--- src/rtl/demux_buffered.sv ---
// Buffered 1-to-2 demultiplexer: each accepted word is steered by `selector`
// into one of two independent valid/ready FIFOs.
`timescale 1ns/1ps

module demux_buffered #(
    parameter int WIDTH = 32,
    parameter int DEPTH = 2
) (
    input  logic                     clk,
    input  logic                     rst,
    input  logic [WIDTH-1:0]         din,
    input  logic                     selector,
    input  logic                     din_valid,
    output logic                     din_ready,
    output logic [WIDTH-1:0]         dout       [2],
    output logic [1:0]               dout_valid,
    input  logic [1:0]               dout_ready,
    output logic [$clog2(DEPTH):0]   level      [2]
);

    localparam int PW = $clog2(DEPTH);
    localparam int LW = PW + 1;

    typedef enum logic [1:0] {
        EMPTY   = 2'd0,
        PARTIAL = 2'd1,
        FULL    = 2'd2
    } state_t;

    logic [1:0] ch_full;

    // Head-of-line: the input stalls only when the addressed channel is full.
    assign din_ready = !ch_full[selector];

    for (genvar c = 0; c < 2; c++) begin : g_ch
        logic [WIDTH-1:0] mem [DEPTH];
        logic [PW-1:0]    wr_ptr;
        logic [PW-1:0]    rd_ptr;
        logic [LW-1:0]    count;
        logic             push;
        logic             pop;
        state_t           state;

        // NOTE: every variable written in always_comb gets a default first,
        // otherwise an unassigned path infers a latch.
        always_comb begin
            state = PARTIAL;
            if (count == '0)
                state = EMPTY;
            else if (count == LW'(DEPTH))
                state = FULL;
        end

        assign push = din_valid && din_ready && (selector == 1'(c));
        assign pop  = (state != EMPTY) && dout_ready[c];

        // NOTE: sequential state uses non-blocking assignments so every
        // register samples pre-edge values regardless of statement order.
        always_ff @(posedge clk) begin
            if (rst) begin
                wr_ptr <= '0;
                rd_ptr <= '0;
                count  <= '0;
            end else begin
                if (push)
                    wr_ptr <= wr_ptr + 1'b1;
                if (pop)
                    rd_ptr <= rd_ptr + 1'b1;
                case ({push, pop})
                    2'b10:   count <= count + LW'(1);
                    2'b01:   count <= count - LW'(1);
                    default: count <= count;
                endcase
            end
        end

        // NOTE: storage is not reset; validity comes solely from count.
        always_ff @(posedge clk) begin
            if (push)
                mem[wr_ptr] <= din;
        end

        assign ch_full[c]    = (state == FULL);
        assign dout[c]       = mem[rd_ptr];
        assign dout_valid[c] = (state != EMPTY);
        assign level[c]      = count;
    end

endmodule

--- config.mk ---
export PLATFORM = sky130hd
export DESIGN_NAME = demux_buffered
export DESIGN_NICKNAME = d
export VERILOG_FILES = /design/src/rtl/demux_buffered.sv
export SDC_FILE = /design/constraint.sdc
export NUM_CORES = 1
export LEC_CHECK = 0
export BUFFER_PORTS_ARGS = -buffer_cell sky130_fd_sc_hd__buf_4
export CORE_MARGIN = 5
export CORE_UTILIZATION = 40
export DETAILED_ROUTE_END_ITERATION = 8
export GPL_TIMING_DRIVEN = 0
export HOLD_SLACK_MARGIN = 0.1
export PLACE_DENSITY = 0.71
export SYNTH_ARGS = -nofsm -noshare
export SYNTH_HDL_FRONTEND = slang
export SYNTH_SLANG_ARGS = --single-unit
--- constraint.sdc ---
create_clock -name clk -period 3.8 [get_ports clk]
set_input_delay 0.38 -clock clk [delete_from_list [all_inputs] [get_ports clk]]
set_output_delay 0.38 -clock clk [all_outputs]
set_load 0.02 [all_outputs]
# == Word-level counts from Yosys, hierarchy flattened ==
# Memory sizes are Yosys's and may differ from the RTL's. A register that Yosys moved wholly into a read port is not among the register bits.
# Cells that the tools add are included.
# totals
register_bits,8
ram_bits,128
out_inout_bits,71
word_cells,54
mem_count,2
# op_classes
add_sub_neg,8
order_cmp,1
eq_ne,8
mux,16
bitwise,1
reduce_logical,12
# mem_list
memory,words,width,read_ports,rd_ports_with_merged_regs,write_ports,line_no,rtl
g_ch[0].mem,2,32,1,1,1,36,logic [WIDTH-1:0] mem [DEPTH];
g_ch[1].mem,2,32,1,1,1,36,
# ops
operator,n
$eq 2x2->1 const B,6
$mux 1,10
$mux 2,4
$pmux 2 s2,2
$reduce_bool 2->1,4
$logic_and 1x1->1,5
$add 1x1->1 const B,4
$add 2x1->2 const B,2
$eq 2x1->1 const B,2
$logic_not 2->1,2
$sub 2x1->2 const B,2
$lt 1x2->1 const B,1
$logic_not 1->1,1
$not 1->1,1

# == Logic depth before layout (Yosys ltp) ==
# Gate-level depths: netlist of the first run.
# depth
word_depth,11
mapped_depth,6

# == Least setup slack after synthesis of the first run ==
# OpenSTA, ideal clock, no wires.
# synth_path
path_kind,flip-flop to flip-flop
startpoint,register g_ch[1].count[0]
endpoint,"memory g_ch[1].mem[1][0], enable pin"
arrival_time_ps,2310
setup_slack_ps,1069
path_stages_with_launch,4
n_path_buf,0
path_cell_list,dfxtp_1 > nor2b_1 > or2_2 > nor2_1
# synth_between
elab_chain_cells,11
word_cells_on_any_way,12
# synth_lines
item,line_no,rtl
"start, declared",39,logic [LW-1:0] count;
"start signal, assigned",70,2'b10: count <= count + LW'(1);
"start signal, assigned",71,2'b01: count <= count - LW'(1);
"start signal, assigned",72,default: count <= count;
$eq 2x2->1,50,else if (count == LW'(DEPTH))
$mux 2,50,
$mux 2 (*),48,if (count == '0)
$eq 2x2->1 (*),83,assign ch_full[c] = (state == FULL);
$mux 1 (implied by the code) (*) (2 in series),33,assign din_ready = !ch_full[selector];
$logic_not 1->1 (*),33,
$logic_and 1x1->1 (*) (2 in series),54,assign push = din_valid && din_ready && (selector == 1'(c));
$mux 1 (*),79,if (push)
$mux 1 (implied by the code) (*),80,mem[wr_ptr] <= din;
"end, declared",36,
# Every way passes the cells marked *; elsewhere a longest branch is shown, timed or not. The select of a mux whose other input is x is not followed.

==> metrics.txt, run 1 <==
Root Driver clkbuf_16; first-pass GRT wire length around 16000 µm; status finished clean; Hold Buf Count CTS 0; Port Buf Inserts 107; Hold Path Stages 1; Hold Crit Class input pin to flip-flop; TritonCTS Buffers 17; die area about 15000 µm²; normalized max-slew margin 0.4351; Vias 2677; worst slew pin tran about 0.85 ns; synth top area cells edfxtp_1, mux2_2, dfxtp_1; # resized after CTS 0; CTS tree done; area delta synth->final 32.82%; Req. time, crit path 3.42 ns; Synth area leader edfxtp_1; Final Hold Fails 0; Seq/Total Area, Yosys 0.7974; RSZ-0062 raised after global routing false; Mapped Nets between 200 and 300; Worst Setup End Kind primary output; layout cells sized above 1 0.5315; drt total wl about 10000 µm; crit path kind flip-flop to primary output; core area roughly 13000 µm²; asr flop ratio synth 0; Final #Nets 424; Power Density 698.7 nW/µm²; CTS Sinks 138; Worst R2R Path Depth 3; total gr overflow 0; cell area after synthesis around 5100 µm²; I/O pins 109; GPL Wtd Cong 0.7299; cell with the most instances after synthesis edfxtp_1; Routed Antenna Nets 0; wire length per cell roughly 18 µm; die height 122.6 µm; Synth top cells by count edfxtp_1, mux2_2, dfxtp_1; Seq cells post-synth about 140; pin count of the biggest net entering global routing 33; DP Wirelength 6577 µm; Yosys top cell area share 0.7580; post-placement cell area between 6000 and 7000 µm²; YS warnings 0; Setup crit start kind flip-flop; total track usage 0.1428; clock slew at reported path FFs 0.06 ns; drc violations 0; syn avg cell area 19.81 µm²; Antenna Cells 0; antenna violations before repair 0; largest vdd supply drop around 0.00035 V; post-synth cell types 19; Critical Path Fanout Max 10; # rows between 40 and 50; final setup TNS 0 ns; routed vias/inst 4.705; number of global-route vias before repair 2877; Clock Skew 0.007784 ns; clock buffer depth 2; fin crit share 0.5823; clock latency on the worst-skew pair around 0.40 ns; number of max-cap violations 0; drt pass-1 iters 4; leakage between 2 and 2.5 nW; Period minus WS final around 2.2 ns; Slew Viols, Final 0; critical path arrival 1.83 ns; FF-to-FF setup slack 1.84 ns; Most used DFF post-synth edfxtp_1; Setup Buffers After CTS 0; Final Setup Violations 0; Cells after Synth about 260; EDFF count, synth around 130; achievable frequency roughly 450 MHz; die width approximately 120 µm; Iter 0 DRT Violations ~140; Initial Utilization 0.4051; Finished Cell Area just under 7000 µm²; H-tree levels 4
==> worst max-delay path: stages, from the launching register on <==
cell	delay [ns]
dfxtp_1	0.30
clkbuf_1	0.19
buf_2	0.37
mux2_2	0.41
buf_4	0.16
==> layout by cell type (no fill, tap or decap) <==
master | synthesis | final
edfxtp_1 | 128 | 128
buf_16 | 0 | 1
a21oi_1 | 5 | 5
ha_1 | 2 | 2
nand2b_1 | 3 | 3
inv_2 | 0 | 2
mux2_1 | 4 | 4
clkbuf_16 | 0 | 17
nand2_1 | 1 | 1
buf_4 | 0 | 107
nor2_1 | 9 | 7
buf_12 | 0 | 1
clkinvlp_4 | 0 | 3
inv_1 | 4 | 2
or3_1 | 4 | 4
nor2_4 | 0 | 2
clkinv_1 | 0 | 3
or2_2 | 3 | 3
xor2_1 | 2 | 2
o21ai_0 | 4 | 4
dfxtp_1 | 10 | 10
clkinv_4 | 0 | 1
mux2_2 | 60 | 60
buf_2 | 6 | 6
xnor2_1 | 4 | 4
clkbuf_1 | 3 | 3
bufinv_16 | 0 | 3
o21a_1 | 2 | 2
clkinv_2 | 0 | 5
nor2b_1 | 2 | 2
==> through the flow <==
step	worst slack, ns	utilization	power (mW)	hold WS, ns	cells
after detailed placement	1.758	0.4915	3.139	0.4898	537
after global routing	1.485	0.5381	4.898	0.1572	569
after CTS	1.546	0.5381	4.765	0.1536	569
final	1.587	0.5381	4.706	0.1759	569
after floorplan	1.069	-	2.616	0.4627	256
after global placement	0.04363	0.4865	3.107	0.4719	535
==> cell type report <==
cell class / count / area (µm²)
plain buffers: 9 / 41.29
clock buffers: 17 / 425.4
clock inverters: 15 / 157.7
fillers: 1044 / 5782
inverters: 4 / 15.01
multi-input cells: 105 / 985.9
flip-flops and latches: 138 / 4044
well taps: 172 / 215.2
repair buffers: 109 / 850.8
==> routing by layer <==
metal,vias to the layer above,part of all wire,track usage
li1,1245,-,-
met1,1328,0.43,0.1790
met2,90,0.49,0.2278
met3,14,0.065,0.04516
met4,0,0.015,0.06368
met5,-,0,0
==> state kept, by name, summed over array words and instances (netlist names), named ones only <==
name,flops
g_ch.count,4
g_ch.mem,128
g_ch.rd_ptr,2
g_ch.wr_ptr,2
==> power breakdown <==
part | leakage [nW] | internal (mW) | total, mW | switching (mW)
registers | 1.26 | 1.79 | 1.84 | 0.0491
logic | 0.911 | 0.566 | 1.24 | 0.679
clock network | 0.281 | 1.02 | 1.62 | 0.601
total | 2.45 | 3.38 | 4.71 | 1.33
==> path summary, 6_finish.rpt <==
path	startpoint	endpoint
max	flip-flop	dout[34]
min	din[31]	g_ch[1].mem[0][31]
max reg2reg	g_ch[1].count[0]	g_ch[1].mem[0][27]
min reg2reg	g_ch[1].wr_ptr	g_ch[1].wr_ptr
==> logic make-up (layout without fill, tap and decap cells) <==
family	after synthesis	in the layout	synth area share
AND/OR/NAND/NOR	22	22	0.02220
buffers and inverters	13	154	0.01110
adder cells (fa/ha/maj)	2	2	0.004934
flip-flops	138	138	0.7974
XOR/XNOR	6	6	0.01036
AO/OA/AOI/OAI	11	11	0.01184
multiplexers	64	64	0.1421
Power figures use the tool's default switching activity.
==> run 2, diff against run 1 <==
==> constraint.sdc (replaced) <==
create_clock -name clk -period 2.1 [get_ports clk]
set_input_delay 0.21 -clock clk [delete_from_list [all_inputs] [get_ports clk]]
set_output_delay 0.21 -clock clk [all_outputs]
set_load 0.02 [all_outputs]
==> metrics.txt, run 2 (same netlist as run 1, synthesis figures left out) <==
Hold Path Sink g_ch[0].count[0]; pin count of the biggest net entering global routing 33 (unchanged); Placed Instances 536 (-0.19%); Hold Crit Class input pin to flip-flop; Hold Path Origin rst; Slew Viols, Final 0 (unchanged); Setup crit start kind flip-flop; number of global-route vias before repair 3050 (+6.0%); dpl ws -0.09264 ns (-1.851 ns); Final Setup Violations 0 (unchanged); Critical Path Fanout Max 10 (unchanged); CTS Sinks 138 (unchanged); Final Hold Fails 0 (unchanged); DP Wirelength 6215 µm (-5.5%); Initial Utilization 0.4051 (unchanged); drt total wl 10440 µm (+0.64%); RSZ-0062 raised after global routing true; Routed Antenna Nets 0 (unchanged); total gr overflow 0 (unchanged); clock slew at reported path FFs 0.06 ns (about the same); Worst Setup End Kind primary output; Setup Buffers After CTS 0 (unchanged); Storage cell area 4044 µm² (unchanged); total track usage 0.1446 (+0.001775); die height 122.6 µm (unchanged); clock latency on the worst-skew pair 0.40 ns (about the same); Iter 0 DRT Violations 141 (+2.9%); final setup margin 0.05417 ns (-1.533 ns); largest registers g_ch.mem x128, g_ch.count x4; layout cells sized above 1 0.4942 (-0.03731); max reg flops 128 (unchanged); wire length per cell 17.37 µm (-4.7%); worst r2r src g_ch[1].count[0]; Period minus WS final approximately 2 ns; area delta synth->final 38.93%; final setup TNS 0 ns (unchanged); area of the multi-input gates 997.2 µm² (+1.1%); FF-to-FF setup slack 0.17 ns (-1.67 ns); Antenna Cells 0 (unchanged); H-tree levels 4 (unchanged); Req. time, crit path 1.89 ns (-1.53 ns); critical path arrival 1.84 ns (about the same); CP max stage cell mux2_2; core area 12520 µm² (unchanged); leakage 2.561 nW (+4.6%); antenna violations before repair 0 (unchanged); TritonCTS Buffers 17 (unchanged); routed vias/inst 4.584 (-2.6%); commonest cells after routing, fill and taps aside edfxtp_1, buf_4, mux2_2, dlygate4sd3_1, clkbuf_16; worst hold slack 0.2075 ns (+0.03161 ns); normalized max-slew margin 0.4429 (+0.007734); Hold Path Stages 2 (+1); worst slew pin tran 0.8345 ns (-0.01158 ns); Clock Skew 0.008608 ns (+0.0008240 ns); Worst R2R End g_ch[1].mem[0][12]; max incr delay on CP 0.40 ns (about the same); I/O pins 109 (unchanged); commonest non-fill, non-tap cell in the layout edfxtp_1; CTS tree done; Root Driver clkbuf_16; status finished clean; Port Buf Inserts 107 (unchanged); Final #Nets 456 (+7.5%); fin crit share 0.9742; Largest Register g_ch.mem; die area 15030 µm² (unchanged); fin cells 601 (+5.6%); GPL Wtd Cong 0.7115 (-2.5%); first-pass GRT wire length 15810 µm (+0.88%); Power Density 1202 nW/µm² (+72%); critical path, cell by cell clkbuf_1, buf_2, mux2_2, buf_4; Vias 2755 (+2.9%); drt pass-1 iters 4 (unchanged); achievable frequency around 490 MHz; clock buffer depth 2 (unchanged); Worst R2R Path Depth 3 (unchanged); drc violations 0 (unchanged); die width 122.6 µm (unchanged); # rows 41 (unchanged); fillers 1002 (-4.0%); largest vdd supply drop 0.0006596 V (+87%); Layout Utilization 0.5629 (+0.02479); crit path kind flip-flop to primary output; number of max-cap violations 0 (unchanged)
[run 2: timing repair]
item | in CTS | in global routing
pin swaps | 0 | 0
hold endpoints to repair | 128 | 0
endpoints found under the setup margin | 54 | 56
gates cloned | 1 | 0
gates resized for setup | 4 | 1
hold buffers | 32 | 0
[run 2: how the worst max path moves through the flow]
stage / start / endpoint / slack (ns) / cells after the start
after floorplan: g_ch[1].count[0] / g_ch[1].mem[0][0] / 0.07 / 3
after global placement: g_ch[0].count[0] / g_ch[0].mem[1][19] / -0.59 / 3
after detailed placement: g_ch[1].count[0] / g_ch[1].mem[1][24] / -0.09 / 3
after CTS: flip-flop / dout[31] / 0.002 / 4
after global routing: flip-flop / dout[6] / -0.05 / 4
final: flip-flop / dout[6] / 0.05 / 4
[run 2: metrics by stage]
step	total power [mW]	instance area, µm²
2_1_floorplan	4.736	5081
3_3_place_gp	5.632	6100
3_5_place_dp	5.666	6132
4_1_cts	8.577	7044
5_1_grt	8.820	7046
6_report	8.469	7046
[run 2: final cells by class]
type | count | share of cell area
plain buffers | 9 | 0.006926
clock buffers | 20 | 0.06340
clock inverters | 12 | 0.01794
inverters | 4 | 0.002309
multi-input cells | 106 | 0.1415
flip-flops and latches | 138 | 0.5740
well taps | 172 | 0.03055
repair buffers | 140 | 0.1634
[run 2: worst max-delay path: cells and delay by family, from the launching register on]
kind     cells  cell delay, ns
buf+inv      3            0.74
mux          1            0.40
flops        1            0.30
[run 2: where the power goes]
group / total (mW) / internal, mW / switching (mW)
clock: 2.84 / 1.77 / 1.07
combinational: 2.30 / 1.07 / 1.23
sequential: 3.33 / 3.24 / 0.0872
[run 2: layer usage]
layer | vias to the layer above | routed length [µm] | GRT usage
met5 | - | 0 | 0
met4 | 0 | 181 | 0.06228
met3 | 15 | 457 | 0.03594
met2 | 74 | 5302 | 0.2494
met1 | 1362 | 4497 | 0.1721
li1 | 1304 | - | -
==> run 3, diff against run 2 <==
--- a/config.mk
+++ b/config.mk
@@ -5,13 +5,15 @@
 export SDC_FILE = /design/constraint.sdc
 export NUM_CORES = 1
 export LEC_CHECK = 0
+export ABC_AREA = 1
 export BUFFER_PORTS_ARGS = -buffer_cell sky130_fd_sc_hd__buf_4
 export CORE_MARGIN = 5
 export CORE_UTILIZATION = 40
 export DETAILED_ROUTE_END_ITERATION = 8
 export GPL_TIMING_DRIVEN = 0
 export HOLD_SLACK_MARGIN = 0.1
-export PLACE_DENSITY = 0.71
+export PLACE_DENSITY = 0.7
+export SLEW_MARGIN = 25
 export SYNTH_ARGS = -nofsm -noshare
 export SYNTH_HDL_FRONTEND = slang
 export SYNTH_SLANG_ARGS = --single-unit
==> metrics.txt, run 3 <==
status finished clean; commonest non-fill, non-tap cell in the layout edfxtp_1; Hold Buf Count CTS 32 (unchanged); # rows 42 (+2.4%); clock buffer depth 2 (unchanged); Port Buf Inserts 108 (+0.93%); worst hold slack 0.1553 ns (-0.05217 ns); RSZ-0062 raised after global routing false; Routed Antenna Nets 0 (unchanged); Mapped Nets 304 (+2.7%); Seq/Total Area, Yosys 0.7475 (-0.04998); Largest Register g_ch.mem; Storage cell area 4044 µm² (unchanged); final setup margin 0.3296 ns (+0.2755 ns); Power Density 1016 nW/µm² (-15%); Most used DFF post-synth edfxtp_1; cell area after synthesis 5410 µm² (+6.7%); die area 15950 µm² (+6.1%); routed vias/inst 4.557 (-0.59%); YS warnings 0 (unchanged); die height 126.3 µm (+3.0%); total track usage 0.1384 (-0.006179); layout cells sized above 1 0.5159 (+0.02174); dpl ws 0.3121 ns (+0.4047 ns); CTS Sinks 138 (unchanged); area of the multi-input gates 1217 µm² (+22%); I/O pins 109 (unchanged); Final #Nets 467 (+2.4%); Hold Crit Class input pin to flip-flop; Cells after Synth 264 (+3.1%); post-synth cell types 21 (+2); first-pass GRT wire length 16500 µm (+4.4%); Initial Utilization 0.4085 (+0.003403); synth top area cells edfxtp_1, mux2_4, dfxtp_1; drc violations 0 (unchanged); achievable frequency 564.9 MHz (+16%); Period minus WS final 1.770 ns (-0.2755 ns); commonest cells after routing, fill and taps aside edfxtp_1, buf_4, mux2_4, dlygate4sd3_1, clkbuf_16; worst slew pin tran 0.6018 ns (-0.2327 ns); cell with the most instances after synthesis edfxtp_1; Yosys top cell area share 0.7105 (-0.04750); Final Hold Fails 0 (unchanged); core area 13240 µm² (+5.8%); Req. time, crit path 2.21 ns (+0.32 ns); H-tree levels 4 (unchanged); leakage 2.900 nW (+13%); Synth top cells by count edfxtp_1, mux2_4, nand2_1, nor2_1, dfxtp_1; syn avg cell area 20.49 µm² (+3.5%); # resized after CTS 0 (-4); fillers 1056 (+5.4%); GPL Wtd Cong 0.7698 (+8.2%); die width 126.3 µm (+3.0%); max reg flops 128 (unchanged); CTS tree done; Clock Skew 0.007941 ns (-0.0006670 ns); critical path arrival 1.88 ns (+0.04 ns); Final Setup Violations 0 (unchanged); number of global-route vias before repair 3059 (+0.30%); Setup crit start kind flip-flop; Vias 2807 (+1.9%); fin crit share 0.8430 (-0.1312); asr flop ratio synth 0 (unchanged); TritonCTS Buffers 17 (unchanged); Worst Setup End Kind flip-flop; crit path kind flip-flop to flip-flop; largest vdd supply drop 0.0005423 V (-18%); overall power 7.618 mW (-10%); Critical Path Fanout Max 20 (+10); total gr overflow 0 (unchanged); Root Driver clkbuf_16; Seq cells post-synth 138 (unchanged); antenna violations before repair 0 (unchanged); Setup Buffers After CTS 0 (unchanged); Layout Utilization 0.5661 (+0.003263); Iter 0 DRT Violations 94 (-33%); Synth area leader edfxtp_1; final setup TNS 0 ns (unchanged); EDFF count, synth 128 (unchanged); drt pass-1 iters 4 (unchanged); Antenna Cells 0 (unchanged); clock latency on the worst-skew pair 0.41 ns (about the same); DP Wirelength 6803 µm (+9.5%); largest registers g_ch.mem x128, g_ch.count x4; number of max-cap violations 0 (unchanged); Slew Viols, Final 0 (unchanged); normalized max-slew margin 0.5979 (+0.1550); area delta synth->final 38.58%; wire length per cell 17.17 µm (-1.1%); pin count of the biggest net entering global routing 21 (-36%); clock slew at reported path FFs 0.06 ns (about the same); drt total wl 10580 µm (+1.3%)
run 3: power by group:
part	internal (mW)	switching, mW	total, mW
logic	0.706	0.677	1.38
clock network	1.95	1.07	3.02
registers	3.16	0.0561	3.22
total	5.82	1.80	7.62
run 3: worst paths after layout:
| path | cells past startpoint | end | slack [ns] | startpoint |
|---|---|---|---|---|
| setup / recovery | 5 | g_ch[1].mem[0][29] | 0.33 | g_ch[1].count[0] |
| hold / removal | 3 | g_ch[0].rd_ptr | 0.16 | dout_ready[0] |
| setup reg to reg | 5 | g_ch[1].mem[0][29] | 0.33 | g_ch[1].count[0] |
| hold reg to reg | 1 | g_ch[0].rd_ptr | 0.47 | g_ch[0].rd_ptr |
run 3: per-stage QoR:
| stage | instance area [µm²] | std cells |
|---|---|---|
| 3_5_place_dp | 6564 | 552 |
| 5_1_grt | 7497 | 616 |
| 4_1_cts | 7497 | 616 |
| 2_1_floorplan | 5413 | 264 |
| 6_report | 7497 | 616 |
| 3_3_place_gp | 6444 | 548 |
run 3: layout make-up:
| cell class | instances | share of cell area |
|---|---|---|
| Timing Repair Buffer | 144 | 0.1636 |
| Inverter | 9 | 0.004506 |
| Multi-Input combinational cell | 109 | 0.1624 |
| Tap cell | 176 | 0.02937 |
| Sequential cell | 138 | 0.5394 |
| Clock buffer | 20 | 0.06225 |
| Clock inverter | 12 | 0.01953 |
| Buffer | 8 | 0.01903 |
run 3: worst max-delay path, cell delays in order (launching register included):
cell	delay [ns]
dfxtp_1	0.42
inv_2	0.06
nand2_1	0.09
nand3_2	0.16
nor2_4	0.46
buf_12	0.26
run 3: per-layer routing:
metal	up-vias	routed length [µm]	GRT usage
li1	1341	-	-
met1	1373	4506	0.1657
met2	79	5257	0.2235
met3	14	637	0.05380
met4	0	176	0.05994
met5	-	0	0
run 3: logic make-up (layout without fill, tap and decap cells):
group / Yosys count / count (layout) / share of synthesized area
AO/OA/AOI/OAI: 16 / 16 / 0.01734
adder cells (fa/ha/maj): 2 / 2 / 0.004625
multiplexers: 64 / 64 / 0.1748
flip-flops: 138 / 138 / 0.7475
AND/OR/NAND/NOR: 27 / 27 / 0.02313
buffers and inverters: 17 / 193 / 0.03261
